--- config.mk ---
export PLATFORM = sky130hd
export DESIGN_NAME = wb_nchan_client_decoder_flat
export DESIGN_NICKNAME = d
export VERILOG_FILES = /design/src/rtl/wb_nchan_client_decoder_if.sv /design/src/rtl/wb_nchan_client_decoder.sv /design/src/flat_wrapper.sv
export SDC_FILE = /design/constraint.sdc
export NUM_CORES = 1
export LEC_CHECK = 0
export CAP_MARGIN = 5
export CORE_MARGIN = 2
export CORE_UTILIZATION = 25
export DETAILED_ROUTE_END_ITERATION = 6
export PLACE_DENSITY = 0.76
export SETUP_SLACK_MARGIN = 0.1
export SYNTH_ARGS = -nofsm -noshare
export SYNTH_HDL_FRONTEND = slang
export SYNTH_SLANG_ARGS = --single-unit
--- constraint.sdc ---
create_clock -name WB_CLK -period 2.7 [get_ports WB_CLK]
set_input_delay 0.81 -clock WB_CLK [delete_from_list [all_inputs] [get_ports WB_CLK]]
set_output_delay 0.81 -clock WB_CLK [all_outputs]
set_load 0.05 [all_outputs]
--- src/rtl/wb_nchan_client_decoder_if.sv ---
// ---------------------------------------------------------------------------
// wb_nchan_client_decoder_if
//
// Bridge-side Wishbone bus between the AHB-to-FPGA bridge (master) and the
// N-channel client decoder (slave).
//
// Signals:
//   WBs_ADR     master -> slave  byte address (APERWIDTH bits)
//   WBs_CYC     master -> slave  cycle strobe
//   WBs_STB     master -> slave  transfer strobe
//   WBs_RD_DAT  slave  -> master read data (DATAWIDTH bits)
//   WBs_ACK     slave  -> master acknowledge
// ---------------------------------------------------------------------------
interface wb_nchan_client_decoder_if #(
    parameter int APERWIDTH = 17,
    parameter int DATAWIDTH = 32
);
    logic [APERWIDTH-1:0] WBs_ADR;
    logic                 WBs_CYC;
    logic                 WBs_STB;
    logic [DATAWIDTH-1:0] WBs_RD_DAT;
    logic                 WBs_ACK;

    modport master (
        output WBs_ADR,
        output WBs_CYC,
        output WBs_STB,
        input  WBs_RD_DAT,
        input  WBs_ACK
    );

    modport slave (
        input  WBs_ADR,
        input  WBs_CYC,
        input  WBs_STB,
        output WBs_RD_DAT,
        output WBs_ACK
    );
endinterface

--- src/rtl/wb_nchan_client_decoder.sv ---
// ---------------------------------------------------------------------------
// wb_nchan_client_decoder
//
// Wishbone client decoder and interrupt aggregator sitting between the
// AHB-to-FPGA bridge and NUM_CH peripheral instances, each owning a
// 2**CH_APER_BITS byte aperture. The channel index is the address field
// above the aperture bits.
//
//  - Routes the cycle strobe to the addressed channel (one-hot Ch_CYC_o).
//  - Passes the selected client's ACK and read data straight back to the
//    bridge with zero latency.
//  - If no client answers within DEFAULT_CNTR_TIMEOUT+1 cycles (or the
//    address decodes to a channel that does not exist), the decoder issues
//    a one-cycle default ACK carrying DEFAULT_READ_VALUE so the bridge can
//    never hang. Each default ACK bumps a saturating 8-bit event counter.
//  - Folds the per-channel level interrupts onto NUM_MSG message lines:
//    channel i drives line i % NUM_MSG, registered once.
//
// Ports:
//   WB_CLK       in   fabric / Wishbone clock
//   WB_RST       in   synchronous active-high reset
//   wb           slave modport: WBs_ADR, WBs_CYC, WBs_STB in;
//                               WBs_RD_DAT, WBs_ACK out
//   Ch_CYC_o     out  per-channel cycle select (at most one bit set)
//   Ch_ACK_i     in   per-channel acknowledge
//   Ch_RD_DAT_i  in   packed per-channel read data, channel i at
//                     [i*DATAWIDTH +: DATAWIDTH]
//   Ch_Intr_i    in   per-channel level interrupt
//   FB_msg_out   out  aggregated interrupt lines
//   Tmo_Clr_i    in   clears the default-ACK event counter
//   Tmo_Cnt_o    out  saturating count of default-ACK events
// ---------------------------------------------------------------------------
module wb_nchan_client_decoder #(
    parameter int                   NUM_CH               = 4,
    parameter int                   APERWIDTH            = 17,
    parameter int                   CH_APER_BITS         = 12,
    parameter int                   DATAWIDTH            = 32,
    parameter logic [DATAWIDTH-1:0] DEFAULT_READ_VALUE   = 32'hBAD_FAB_AC,
    parameter int                   DEFAULT_CNTR_WIDTH   = 3,
    // Must stay below 2**DEFAULT_CNTR_WIDTH or the compare never matches.
    parameter int                   DEFAULT_CNTR_TIMEOUT = 7,
    parameter int                   NUM_MSG              = 4
) (
    input  logic                        WB_CLK,
    input  logic                        WB_RST,

    wb_nchan_client_decoder_if.slave    wb,

    output logic [NUM_CH-1:0]           Ch_CYC_o,
    input  logic [NUM_CH-1:0]           Ch_ACK_i,
    input  logic [NUM_CH*DATAWIDTH-1:0] Ch_RD_DAT_i,
    input  logic [NUM_CH-1:0]           Ch_Intr_i,

    output logic [NUM_MSG-1:0]          FB_msg_out,

    input  logic                        Tmo_Clr_i,
    output logic [7:0]                  Tmo_Cnt_o
);

    localparam int SEL_W = APERWIDTH - CH_APER_BITS;

    localparam logic [DEFAULT_CNTR_WIDTH-1:0] TMO_LAST =
        DEFAULT_CNTR_WIDTH'(DEFAULT_CNTR_TIMEOUT);

    // One extra bit so NUM_CH == 2**SEL_W still fits in the compare.
    localparam logic [SEL_W:0] NUM_CH_EXT = (SEL_W + 1)'(NUM_CH);

    // -----------------------------------------------------------------------
    // Address decode
    // -----------------------------------------------------------------------
    logic                 req;
    logic [SEL_W-1:0]     sel;
    logic                 mapped;
    logic                 cack;
    logic [DATAWIDTH-1:0] ch_rd_dat;

    // Register offsets inside an aperture belong to the client; the decoder
    // only needs the channel field.
    logic unused_offset_bits;
    assign unused_offset_bits = ^wb.WBs_ADR[CH_APER_BITS-1:0];

    assign req    = wb.WBs_CYC & wb.WBs_STB;
    assign sel    = wb.WBs_ADR[APERWIDTH-1:CH_APER_BITS];
    assign mapped = ({1'b0, sel} < NUM_CH_EXT);

    // Select the addressed client's ACK and read data. An unmapped sel
    // matches no channel, so cack stays 0 and the data falls back to the
    // default value -- no out-of-range indexing.
    always_comb begin
        // NOTE: every output of a combinational block gets a default before
        // any conditional assignment; otherwise paths that skip the
        // assignment hold the old value and a latch is inferred.
        cack      = 1'b0;
        ch_rd_dat = DEFAULT_READ_VALUE;
        for (int i = 0; i < NUM_CH; i++) begin
            if (sel == SEL_W'(i)) begin
                cack      = Ch_ACK_i[i];
                ch_rd_dat = Ch_RD_DAT_i[i*DATAWIDTH +: DATAWIDTH];
            end
        end
    end

    // -----------------------------------------------------------------------
    // Timeout timer and default acknowledge
    //
    // tmr counts request cycles without a client ACK. When it reaches
    // TMO_LAST with still no ACK, dflt_ack fires for exactly one cycle.
    // A client ACK in that same compare cycle wins, so the client's data is
    // never replaced by the default value.
    // -----------------------------------------------------------------------
    logic [DEFAULT_CNTR_WIDTH-1:0] tmr;
    logic                          dflt_ack;

    always_ff @(posedge WB_CLK) begin
        // NOTE: sequential state uses non-blocking assignments so every
        // register samples the pre-edge values; blocking here would let
        // later statements see already-updated state and create races.
        if (WB_RST) begin
            tmr      <= '0;
            dflt_ack <= 1'b0;
        end else begin
            dflt_ack <= req & ~cack & ~dflt_ack & (tmr == TMO_LAST);

            // Clearing on dflt_ack as well means a request still held after
            // any ACK starts a fresh access at tmr == 0.
            if (~req | cack | dflt_ack) begin
                tmr <= '0;
            end else begin
                tmr <= tmr + 1'b1;
            end
        end
    end

    // -----------------------------------------------------------------------
    // Bridge-side outputs
    //
    // During the default-ACK cycle the channel select is withdrawn and any
    // late client ACK is masked, so the bridge sees a single ACK. All
    // outputs are forced to their idle values while reset is held, which
    // also abandons an access in flight without an ACK.
    // -----------------------------------------------------------------------
    always_comb begin
        Ch_CYC_o = '0;
        for (int i = 0; i < NUM_CH; i++) begin
            Ch_CYC_o[i] = req & mapped & (sel == SEL_W'(i)) & ~dflt_ack & ~WB_RST;
        end
    end

    assign wb.WBs_ACK    = ~WB_RST & ((req & cack & ~dflt_ack) | dflt_ack);
    assign wb.WBs_RD_DAT = (~WB_RST & mapped & ~dflt_ack) ? ch_rd_dat
                                                          : DEFAULT_READ_VALUE;

    // -----------------------------------------------------------------------
    // Default-ACK event counter
    //
    // Saturates at 255 rather than wrapping so software can tell "many" from
    // "few". A clear coinciding with an increment leaves 0: the clear is the
    // later software intent.
    // -----------------------------------------------------------------------
    always_ff @(posedge WB_CLK) begin
        if (WB_RST || Tmo_Clr_i) begin
            Tmo_Cnt_o <= 8'd0;
        end else if (dflt_ack && (Tmo_Cnt_o != 8'hFF)) begin
            Tmo_Cnt_o <= Tmo_Cnt_o + 8'd1;
        end
    end

    // -----------------------------------------------------------------------
    // Interrupt aggregation
    //
    // Channel i feeds line i % NUM_MSG. Interrupts are levels: the output
    // follows the inputs one cycle later and nothing is latched.
    // -----------------------------------------------------------------------
    logic [NUM_MSG-1:0] msg_next;

    always_comb begin
        msg_next = '0;
        for (int k = 0; k < NUM_MSG; k++) begin
            for (int i = 0; i < NUM_CH; i++) begin
                if ((i % NUM_MSG) == k) begin
                    msg_next[k] = msg_next[k] | Ch_Intr_i[i];
                end
            end
        end
    end

    always_ff @(posedge WB_CLK) begin
        if (WB_RST) begin
            FB_msg_out <= '0;
        end else begin
            FB_msg_out <= msg_next;
        end
    end

endmodule

--- src/flat_wrapper.sv ---
// flat-port wrapper written by rule: the top's interface ports become plain ports
module wb_nchan_client_decoder_flat 
#(
    parameter int                   NUM_CH               = 4,
    parameter int                   APERWIDTH            = 17,
    parameter int                   CH_APER_BITS         = 12,
    parameter int                   DATAWIDTH            = 32,
    parameter logic [DATAWIDTH-1:0] DEFAULT_READ_VALUE   = 32'hBAD_FAB_AC,
    parameter int                   DEFAULT_CNTR_WIDTH   = 3,
                                                                          
    parameter int                   DEFAULT_CNTR_TIMEOUT = 7,
    parameter int                   NUM_MSG              = 4
)
  (WB_CLK, WB_RST, Ch_CYC_o, Ch_ACK_i, Ch_RD_DAT_i, Ch_Intr_i, FB_msg_out, Tmo_Clr_i, Tmo_Cnt_o, wb_WBs_ADR, wb_WBs_CYC, wb_WBs_STB, wb_WBs_RD_DAT, wb_WBs_ACK);
  wb_nchan_client_decoder_if #(.APERWIDTH(APERWIDTH), .DATAWIDTH(DATAWIDTH)) wb_i ();
  input  logic WB_CLK;
  input  logic WB_RST;
  output logic [NUM_CH-1:0] Ch_CYC_o;
  input  logic [NUM_CH-1:0] Ch_ACK_i;
  input  logic [NUM_CH*DATAWIDTH-1:0] Ch_RD_DAT_i;
  input  logic [NUM_CH-1:0] Ch_Intr_i;
  output logic [NUM_MSG-1:0] FB_msg_out;
  input  logic Tmo_Clr_i;
  output logic [7:0] Tmo_Cnt_o;
  input wire logic [$bits(wb_i.WBs_ADR)-1:0] wb_WBs_ADR;
  input wire logic [$bits(wb_i.WBs_CYC)-1:0] wb_WBs_CYC;
  input wire logic [$bits(wb_i.WBs_STB)-1:0] wb_WBs_STB;
  output wire logic [$bits(wb_i.WBs_RD_DAT)-1:0] wb_WBs_RD_DAT;
  output wire logic [$bits(wb_i.WBs_ACK)-1:0] wb_WBs_ACK;
  assign wb_i.WBs_ADR = wb_WBs_ADR;
  assign wb_i.WBs_CYC = wb_WBs_CYC;
  assign wb_i.WBs_STB = wb_WBs_STB;
  assign wb_WBs_RD_DAT = wb_i.WBs_RD_DAT;
  assign wb_WBs_ACK = wb_i.WBs_ACK;
  wb_nchan_client_decoder #(.NUM_CH(NUM_CH), .APERWIDTH(APERWIDTH), .CH_APER_BITS(CH_APER_BITS), .DATAWIDTH(DATAWIDTH), .DEFAULT_READ_VALUE(DEFAULT_READ_VALUE), .DEFAULT_CNTR_WIDTH(DEFAULT_CNTR_WIDTH), .DEFAULT_CNTR_TIMEOUT(DEFAULT_CNTR_TIMEOUT), .NUM_MSG(NUM_MSG)) u_core (.WB_CLK(WB_CLK), .WB_RST(WB_RST), .wb(wb_i), .Ch_CYC_o(Ch_CYC_o), .Ch_ACK_i(Ch_ACK_i), .Ch_RD_DAT_i(Ch_RD_DAT_i), .Ch_Intr_i(Ch_Intr_i), .FB_msg_out(FB_msg_out), .Tmo_Clr_i(Tmo_Clr_i), .Tmo_Cnt_o(Tmo_Cnt_o));
endmodule
Yosys cells after proc, flatten, opt, wreduce, memory -nomap -nowiden
Cells that the tools add are included.
{ "op_classes": {"magnitude_cmp": 1, "bitwise_logic": 29, "n_mux": 9, "reduce_logical": 4, "eq_ne": 5, "add_sub_neg": 2} }
{ "op_table": {"columns": ["op", "n"], "rows": [
  ["32-bit two-way mux", 5],
  ["1-bit bitwise AND", 22],
  ["5-bit by 2-bit == test with 1-bit output (second input constant)", 2],
  ["8-bit by 1-bit adder with 8-bit output (second input constant)", 1],
  ["8-bit inequality test (second input constant)", 1],
  ["5-bit by 1-bit == test with 1-bit output (second input constant)", 1],
  ["5-bit zero test", 1],
  ["5-bit by 3-bit < comparator with 1-bit output (second input constant)", 1],
  ["1-bit two-way mux", 4],
  ["1-bit NOT", 4],
  ["3-bit by 1-bit adder with 3-bit output (second input constant)", 1],
  ["3-bit == test (second input constant)", 1],
  ["1-bit OR", 3],
  ["2-bit OR reduction", 1],
  ["1-bit logical AND", 1],
  ["1-bit logical OR", 1]
]} }
{ "word_totals": {"inputBits": 158, "wordCells": 54, "regBits": 16, "out_inout_bits": 49} }

Logic depth before layout (Yosys ltp)
Gate-level depths: netlist of run 1.
{ "depth": {"depth_word": 9, "mapped_depth": 5, "depth_no_buf": 4} }

Least setup slack after synthesis of run 1
Ideal clock, no wire load.
{ "synth_timing": {"path_kind": "input-to-output", "from": "in WB_RST", "to": "out Ch_CYC_o[2]", "path_slack_ns": -0.787, "n_path_buf": 2, "t_arrival_ns": 2.677, "required_time_ns": 1.890, "path_stages": 5, "cell_sequence": "clkbuf_1 nor2_1 clkbuf_1 nand4_1 nor3b_1"} }
{ "synth_via": {"elab_chain_len": 2} }
{ "synth_lines": {"columns": ["element", "line", "source"], "rows": [
  ["start, declared", "flat_wrapper.sv:17", "input logic WB_RST;"],
  ["1-bit NOT", "wb_nchan_client_decoder.sv:145", "Ch_CYC_o[i] = req & mapped & (sel == SEL_W'(i)) & ~dflt_ack & ~WB_RST;"],
  ["1-bit bitwise AND", "wb_nchan_client_decoder.sv:145", null],
  ["end, declared", "flat_wrapper.sv:18", "output logic [NUM_CH-1:0] Ch_CYC_o;"]
]} }
No other way between the ends.

Worst setup path after layout of run 1
{ "layout_timing": {"from": "in wb_WBs_ADR[15]", "to": "out wb_WBs_RD_DAT[13]"} }
{ "layout_via": {"elab_chain_len": 6, "elab_cells_between_ends": 12, "classes_between": "order compare: 1; eq/ne: 3; mux: 5; bitwise: 2; reduce/logical: 1"} }
{ "layout_lines": {"columns": ["element", "line", "source"], "rows": [
  ["start, declared", "flat_wrapper.sv:25", "input wire logic [$bits(wb_i.WBs_ADR)-1:0] wb_WBs_ADR;"],
  ["parallel branches: the longest is 5 deep, another holds 5-bit by 3-bit < comparator with 1-bit output", null, null],
  ["32-bit two-way mux (*)", "wb_nchan_client_decoder.sv:150", "assign wb.WBs_RD_DAT = (~WB_RST & mapped & ~dflt_ack) ? ch_rd_dat"],
  ["end, declared", "flat_wrapper.sv:28", "output wire logic [$bits(wb_i.WBs_RD_DAT)-1:0] wb_WBs_RD_DAT;"]
]} }
Every way passes the cells marked *.

==> impl_metrics.env, run 1 <==
export IMPL_status="finished, violations left"
export IMPL_failing_checks="setup timing"
export IMPL_yosysWarnings=0
export IMPL_final_setup_viol_count=27
export IMPL_fin_ws_ns=-0.135
export IMPL_slew_limit_headroom=0.660
export IMPL_clock_slew_seen_by_the_registers_of_the_worst_setup_and_hold_paths_ns=0.06
export IMPL_critPathLaunch="wb_WBs_ADR[15]"
export IMPL_antenna_found_initial=1
export IMPL_grt_setup_unrepaired="yes"
export IMPL_r2r_worst_path_cells=4
export IMPL_ir_worst_vdd_v=0.000130
export IMPL_finClkSkew_ns=0.00473
export IMPL_dpl_worst_slack_ns=-0.453
export IMPL_cts_root_buf="sky130_fd_sc_hd__clkbuf_8"
export IMPL_postSynthNetCount=331
export IMPL_synth_top_cells_by_count="sky130_fd_sc_hd__mux4_2, sky130_fd_sc_hd__or2_1, sky130_fd_sc_hd__dfxtp_1, sky130_fd_sc_hd__and3_1, sky130_fd_sc_hd__nand2_1"
export IMPL_final_layout_size_suffix_gt1_frac=0.404
export IMPL_timing_rr_end="u_core.Tmo_Cnt_o[6]"
export IMPL_worst_setup_path_end_kind="output port"
export IMPL_r2r_setup_slk_ns=1.20
export IMPL_ys_ff_latch=16
export IMPL_firstDrtPassIters=4
export IMPL_path_class="in2out"
export IMPL_power_leakage_nw=1.94
export IMPL_final_core_utilization=0.668
export IMPL_drv_slew=0
export IMPL_yosysMostFrequentCell="sky130_fd_sc_hd__mux4_2"
export IMPL_cts_sinks=16
export IMPL_via_count=2350
export IMPL_placementRows=30
export IMPL_grt_start_max_net_pins=24
export IMPL_drtAntennaViolNets=0
export IMPL_die_area_mm2=0.00779
export IMPL_timing_critical_path_from_type="primary input"
export IMPL_fraction_of_registers_with_async_set_or_reset_after_synthesis=0
export IMPL_worstSkewPairLatency_ns=0.24
export IMPL_die_height_um=88.3
export IMPL_min_path_type="reg2reg"
export IMPL_detail_route_wirelength_mm=8.09
export IMPL_place_congestion=0.893
export IMPL_finalHoldViolCount=0
export IMPL_syn_cell_area_mm2=0.00178
export IMPL_tightest_slew_ns=0.509
export IMPL_start_util=0.260
export IMPL_cts_max_level=1
export IMPL_critical_path_peak_fanout=11
export IMPL_global_route_overflow_total=0
export IMPL_clock_tree_from_tritoncts="built"
export IMPL_timing_final_crit_share=1.05
export IMPL_max_freq_mhz=353
export IMPL_avgRoutedWirePerCell_um=16.9
export IMPL_grt_first_pass_wirelength_mm=12.0
export IMPL_ys_flop_type="sky130_fd_sc_hd__dfxtp_1"
export IMPL_cp_arrival_ns=2.02
export IMPL_detail_route_vias_per_cell=4.92
export IMPL_io_pin_count=207
export IMPL_buffer_ports_inserted=194
export IMPL_fin_total_pwr_uw=884
export IMPL_numCtsBuffers=3
export IMPL_crit_required_ns=1.89
export IMPL_floorplan_die_width_um=88.3
export IMPL_coreArea_mm2=0.00683
export IMPL_hold_bufs_inserted_after_cts=0
export IMPL_yosysSeqAreaShare=0.180
export IMPL_synth_edff_count=0
export IMPL_setup_tns_final_ns=-2.82
export IMPL_dp_hpwl_mm=6.77
export IMPL_drc_errors=0
export IMPL_clock_tree_buffer_depth=2
export IMPL_post_synth_num_cell_types=41
export IMPL_synthTopCellsByArea="sky130_fd_sc_hd__mux4_2, sky130_fd_sc_hd__dfxtp_1, sky130_fd_sc_hd__or2_1"
export IMPL_syn_mean_instance_area_um2=10.4
export IMPL_minimum_clock_period_ns=2.83
export IMPL_regToRegStartpoint="u_core.Tmo_Cnt_o[0]"
export IMPL_grt_use_total=0.200
export IMPL_yosys_area_top_type_share=0.317
export IMPL_post_synth_top_area_cell="sky130_fd_sc_hd__mux4_2"
export IMPL_syn_inst=170
export IMPL_cap_viol_max_count=0
export IMPL_area_growth_pct=157
export IMPL_power_density_cell_area_mw_per_mm2=194
export IMPL_drtIter0Drc=70
export IMPL_hold_ws_ns=0.422
export IMPL_num_nets_final=544
export IMPL_grt_pass1_vias=2538
export IMPL_cp_endpoint="wb_WBs_RD_DAT[13]"
layer usage:
layer  track usage  routed length (um)  share of wire
met2         0.387                4560           0.56
met3        0.0466                 610          0.075
met1         0.215                2710           0.34
met4        0.0592                 210          0.026
met5             0                   0              0
cell usage in the layout, fill, tap and decap left out, types with 3 or more instances in the layout:
master	synthesis	routed
sky130_fd_sc_hd__mux2i_1	5	5
sky130_fd_sc_hd__buf_4	2	12
sky130_fd_sc_hd__nand4_1	3	3
sky130_fd_sc_hd__dlygate4sd2_1	0	116
sky130_fd_sc_hd__clkdlybuf4s50_1	0	33
sky130_fd_sc_hd__inv_1	4	4
sky130_fd_sc_hd__and2_1	3	3
sky130_fd_sc_hd__and3_4	0	10
sky130_fd_sc_hd__nand2_1	9	7
sky130_fd_sc_hd__buf_12	0	23
sky130_fd_sc_hd__buf_6	1	10
sky130_fd_sc_hd__a21oi_1	6	6
sky130_fd_sc_hd__mux4_2	25	28
sky130_fd_sc_hd__o21ai_0	3	3
sky130_fd_sc_hd__nor2b_1	6	6
sky130_fd_sc_hd__dfxtp_1	16	16
sky130_fd_sc_hd__clkbuf_8	0	3
sky130_fd_sc_hd__buf_8	0	22
sky130_fd_sc_hd__or2_4	0	18
sky130_fd_sc_hd__ha_1	3	3
metrics by stage:
step                      cell area, um2  cells
after floorplan                     2030    170
after global placement              4230    465
after detailed placement            4230    465
after CTS                           4460    474
after global routing                4560    478
final                               4560    478
registers in the layout (all words and copies together) (netlist names):
name	cells
u_core.dflt_ack	1
u_core.Tmo_Cnt_o	8
u_core.tmr	3
u_core.FB_msg_out	4
cells by family after synthesis:
kind of cell	Yosys count	share of synthesized area
AOI/OAI and AO/OA	27	0.111
adders and majority gates	3	0.0211
buffers and inverters	20	0.0536
DFF	16	0.180
muxes	35	0.402
and+or+nand+nor	69	0.231
worst min path at each step:
stage | from | to | depth (start not counted)
after floorplan | u_core.tmr[0] | u_core.tmr[0] | 1
after CTS | u_core.tmr[0] | u_core.tmr[0] | 1
after detailed placement | u_core.tmr[0] | u_core.tmr[0] | 1
after global placement | u_core.tmr[0] | u_core.tmr[0] | 1
after global routing | u_core.tmr[0] | u_core.tmr[0] | 1
final | u_core.tmr[0] | u_core.tmr[0] | 1
final cells by class:
type / count / area [um2]
timing repair buffer: 224 / 2460
fill: 590 / 2270
multi-input combinational: 134 / 1600
sequential: 16 / 320
tap: 96 / 120
clock buffer: 3 / 41.3
inverter: 4 / 15.0
antenna: 1 / 2.50
report_power, final:
group,total [mW],internal [mW],switching (mW)
sequential,0.241,0.240,0.00113
clock,0.171,0.0986,0.0720
combinational,0.472,0.297,0.175
total,0.884,0.636,0.248
what timing repair did:
item                                    4_1_cts  5_1_grt
gates cloned                                  1        2
endpoints found under the setup margin       37       37
setup buffers                                 5        2
pin swaps                                    37       21
resized for setup                           205       13
critical path, stage by stage:
cell	delay [ns]
sky130_fd_sc_hd__buf_6	0.09
sky130_fd_sc_hd__nor3_4	0.27
sky130_fd_sc_hd__buf_4	0.18
sky130_fd_sc_hd__nand2_4	0.08
sky130_fd_sc_hd__clkbuf_16	0.18
sky130_fd_sc_hd__or2_4	0.25
sky130_fd_sc_hd__buf_8	0.15
Note: power is estimated with default switching activity, not from simulation.
==> run 2: changes to the inputs <==
- CTS_BUF_LIST: not set -> sky130_fd_sc_hd__clkbuf_4 sky130_fd_sc_hd__clkbuf_8
==> results of run 2 <==
Same layout as run 1: the final DEF is identical, and so are final timing and power.
